[config.mk]
export PLATFORM = sky130hd
export DESIGN_NAME = golden_fifo
export DESIGN_NICKNAME = d
export VERILOG_FILES = /design/src/rtl/golden_fifo.sv
export SDC_FILE = /design/constraint.sdc
export NUM_CORES = 1
export LEC_CHECK = 0
export ABC_AREA = 1
export BUFFER_PORTS_ARGS = -buffer_cell sky130_fd_sc_hd__buf_4
export CAP_MARGIN = 15
export CORE_MARGIN = 2
export CORE_UTILIZATION = 50
export CTS_BUF_LIST = sky130_fd_sc_hd__clkbuf_2 sky130_fd_sc_hd__clkbuf_4 sky130_fd_sc_hd__clkbuf_8
export CTS_CLUSTER_DIAMETER = 100
export DETAILED_ROUTE_END_ITERATION = 6
export PLACE_DENSITY_LB_ADDON = 0.3
export SYNTH_ARGS = -nofsm -noshare
export SYNTH_HDL_FRONTEND = slang
export SYNTH_SLANG_ARGS = --single-unit
[constraint.sdc]
create_clock -name clk -period 1.41 [get_ports clk]
set_input_delay 0.141 -clock clk [delete_from_list [all_inputs] [get_ports clk]]
set_output_delay 0.141 -clock clk [all_outputs]
set_load 0.02 [all_outputs]
[src/rtl/golden_fifo.sv]
// Synchronous FIFO with occupancy count. Writes while full are ignored unless
// a read happens on the same edge; reads while empty are ignored.
module golden_fifo #(
  parameter int WIDTH = 8,
  parameter int DEPTH = 4
) (
  input  logic                     clk,
  input  logic                     rst,
  input  logic                     wr_en,
  input  logic [WIDTH-1:0]         wr_data,
  input  logic                     rd_en,
  output logic [WIDTH-1:0]         rd_data,
  output logic [$clog2(DEPTH):0]   count,
  output logic                     full,
  output logic                     empty
);

  localparam int PW = $clog2(DEPTH);
  localparam int CW = PW + 1;

  logic [WIDTH-1:0] mem_q [DEPTH];
  logic [PW-1:0]    wptr_q, rptr_q;
  logic [CW-1:0]    count_q;
  logic             do_wr, do_rd;

  assign full    = (count_q == CW'(DEPTH));
  assign empty   = (count_q == '0);
  assign do_rd   = rd_en & ~empty;
  assign do_wr   = wr_en & (~full | do_rd);
  assign rd_data = mem_q[rptr_q];
  assign count   = count_q;

  // Storage array; contents are don't-care until written, so no reset
  always_ff @(posedge clk) begin
    if (do_wr) mem_q[wptr_q] <= wr_data;
  end

  // Pointers wrap naturally at the power-of-two depth; count tracks occupancy
  always_ff @(posedge clk) begin
    if (rst) begin
      wptr_q  <= '0;
      rptr_q  <= '0;
      count_q <= '0;
    end else begin
      if (do_wr) wptr_q <= wptr_q + PW'(1);
      if (do_rd) rptr_q <= rptr_q + PW'(1);
      case ({do_wr, do_rd})
        2'b10:   count_q <= count_q + CW'(1);
        2'b01:   count_q <= count_q - CW'(1);
        default: count_q <= count_q;
      endcase
    end
  end

endmodule

==> impl_metrics.csv <==
group,metric,value,unit
worst_setup_path,start_kind,"register",
die,rows,20,
run_status,violations,"negative setup slack",
worst_setup_path,arrival,1.43,ns
placed_design,place_ws,-0.1812,ns
synth,synth_compound_area_share,12.87,%
global_route,grt_max_degree,17,
pwr,power_frac_comb,35.2,%
die,io_pins,25,
detailed_routing,routed_wl,3.650,mm
pwr,p_sw,1.042,mW
die,start_util,53.59,%
global_route,grt_usage,21.53,%
global_route,grt_pass1_vias,1252,
worst_setup_path,criticalPathCategory,"register to output pin",
synth,synthSimpleGateAreaFrac,9.631,%
run_status,outcome,"finished, violations left",
layout,layout_commonest_cell,"edfxtp_1",
detailed_routing,drtIter0Drc,68,
cts,cts_max_path_buffers,2,
synth,synth_top_family_by_area,"compound AO/OA/AOI/OAI gates",
detailed_routing,drc,0,
cts,clock_latency,0.35,ns
cts,cts_root_buf,"clkbuf_4",
layout,layout-drive-gt1-share,37.50,%
synth,synthXorXnorAreaFrac,0,%
detailed_routing,num_vias,1235,
cts,clk_pin_slew_worst_paths,0.11,ns
cts,cts_sinks,41,
timing,worst_slack,-0.1614,ns
global_route,grt_overflow,0,
pwr,leakage,0.8661,nW
detailed_routing,post_drt_via_cell_ratio,5.233,
timing,worst_pin_slew,0.4408,ns
timing,timing.final.crit_share,111.4,%
timing,rsz0062_at_grt,"true",
synth,syn_area_per_cell,11.88,um^2
timing,period_needed,1.571,ns
worst_setup_path,endpoint_kind,"output pin",
die,dieArea,3803,um^2
layout,antenna-diode-count,0,
worst_setup_path,critPathTopFamily,"flip-flops",
placed_design,placed_area,2006,um^2
pwr,p_seq_share,46.8,%
pwr,p_sw_share,32.74,%
global_route,grt_first_pass_wirelength,5.561,mm
synth,synth_fa_ha_area_share,4.214,%
synth,ys_seq_elements,41,
job,maxCapViolCount,0,
timing,fin_worst_skew,0.01912,ns
detailed_routing,drtAntennaViolNets,0,
timing,max_freq,636.4,MHz
synth,synth_fp_nets,157,
pwr,p_total,3.183,mW
timing,tns,-1.270,ns
placed_design,gp_congestion,0.8303,
cts,htree_levels,2,
placed_design,dp_hpwl,2.343,mm
layout,final_nets,208,
synth,yosysWarnings,0,
pwr,clkPwrFrac,17.9,%
synth,synthMuxAreaShare,0,%
detailed_routing,dr.pass1.iters,4,
worst_setup_path,slowest_stage,"dfxtp_4",
worst_setup_path,critPathBufInv,2,
timing,slew_violations,0,
synth,synth.distinct_cells,19,
cts,cts-buffers-inserted,5,
timing,setup_viol,11,
layout,layout_common_cells,"edfxtp_1 (32), buf_4 (29), nor2_1 (18), inv_1 (12), o21ai_0 (11)",
detailed_routing,wire_per_inst,15.47,um
placed_design,io_buffers,24,
cts,cts_tree,"done",
layout,fin_area,2250,um^2
synth,seq_area_frac_synth,68.62,%
die,fp.dieH,61.67,um
die,core,3103,um^2
pwr,ir_drop,812.1,uV
pwr,power_density,1415,nW/um^2
die,dieWidth,61.67,um
timing,report.final.hold_viol_count,0,
synth,synthCells,140,
hold_path,min_path_type,"primary input to register",
global_route,antenna_found_initial,0,
worst_setup_path,crit_chain,"clkinvlp_4 > o21ai_1 > o22ai_1 > buf_4",
pwr,internal_power,2.141,mW
worst_setup_path,worstPathRequired,1.27,ns
timing,whs,0.2007,ns
worst_setup_path,cpPeakStageDelay,0.41,ns
layout,areaGrowthSynthToFinish,35.29,%
timing,slew_headroom,70.58,%
synth,syn-cell-area,1663,um^2
worst_setup_path,worstPathMaxFanout,8,
## state kept, by name, summed over array words and instances, names as in the netlist, named ones only
register	cells
mem_q	32
wptr_q	2
count	3
rptr_q	2
## cell families (layout without fill, tap and decap cells)
family          count (synthesis)  count (layout)
compound gates                 38              38
flops                          41              41
buf+inv                        20              72
fa+ha+maj                       5               5
simple gates                   36              36
## Yosys cell counts
cell,count,area (um^2)
o21ai_0,19,95.09
edfxtp_1,32,960.9
o22ai_1,8,50.05
inv_1,18,67.56
a21boi_0,1,7.510
o21ai_1,2,10.01
nand2_2,3,18.77
fa_1,1,20.02
a21oi_1,7,35.03
nand2_1,4,15.01
nor2_1,22,82.58
nand4_1,2,12.51
buf_2,2,10.01
dfxtp_1,9,180.2
nor2_2,1,6.260
nand3_1,3,15.01
o21ai_4,1,16.27
ha_1,4,50.05
nand3_2,1,10.01
## tightest hold or removal path, cell delays in order
cell and delay (ns):
buf_4 0.14, nand3_2 0.11, a21boi_2 0.06, nor2_1 0.07
## metrics by stage
stage,util [%],std cells
6_report,72.50,236
4_1_cts,71.21,236
2_1_floorplan,-,140
3_5_place_dp,64.64,217
5_1_grt,72.50,236
3_3_place_gp,64.64,217
## power by group through the flow
stage          combinational, mW  clock, mW  sequential (mW)
2_1_floorplan              0.505          0             1.53
3_3_place_gp               0.910          0             1.49
3_5_place_dp               0.960          0             1.50
4_1_cts                     1.07      0.583             1.49
5_1_grt                     1.20      0.626             1.50
6_report                    1.12      0.571             1.49
## layout make-up
class | count | area (um^2)
inverter | 18 | 71.32
timing repair buffer | 45 | 390.4
tap | 44 | 55.05
sequential | 41 | 1157
clock inverter | 1 | 3.754
multi-input combinational | 79 | 511.7
clock buffer | 7 | 52.55
timing repair inverter | 1 | 7.507
fill | 220 | 853.3
## worst paths after layout
| path | from | endpoint | slack (ns) | depth (start not counted) |
|---|---|---|---|---|
| setup / recovery | register | rd_data[2] | -0.16 | 4 |
| setup reg to reg | count[2] | count[2] | -0.10 | 9 |
| hold / removal | wr_en | count[1] | 0.20 | 4 |
| hold reg to reg | rptr_q[1] | register | 0.48 | 2 |
## layer usage
layer | vias up | wire (um) | global-route usage (%)
li1 | 594 | - | -
met5 | - | 0 | 0
met2 | 45 | 1980 | 36.69
met3 | 4 | 198 | 6.513
met4 | 0 | 36 | 11.25
met1 | 592 | 1434 | 24.24
## what timing repair did
action,4_1_cts,5_1_grt
pin swaps,10,3
endpoints found under the setup margin,43,41
gates cloned,1,0
hold endpoints to repair,33,0
hold buffers,9,0
setup buffers,1,0
gates resized for setup,23,14
Note: power is estimated with default switching activity, not from simulation.
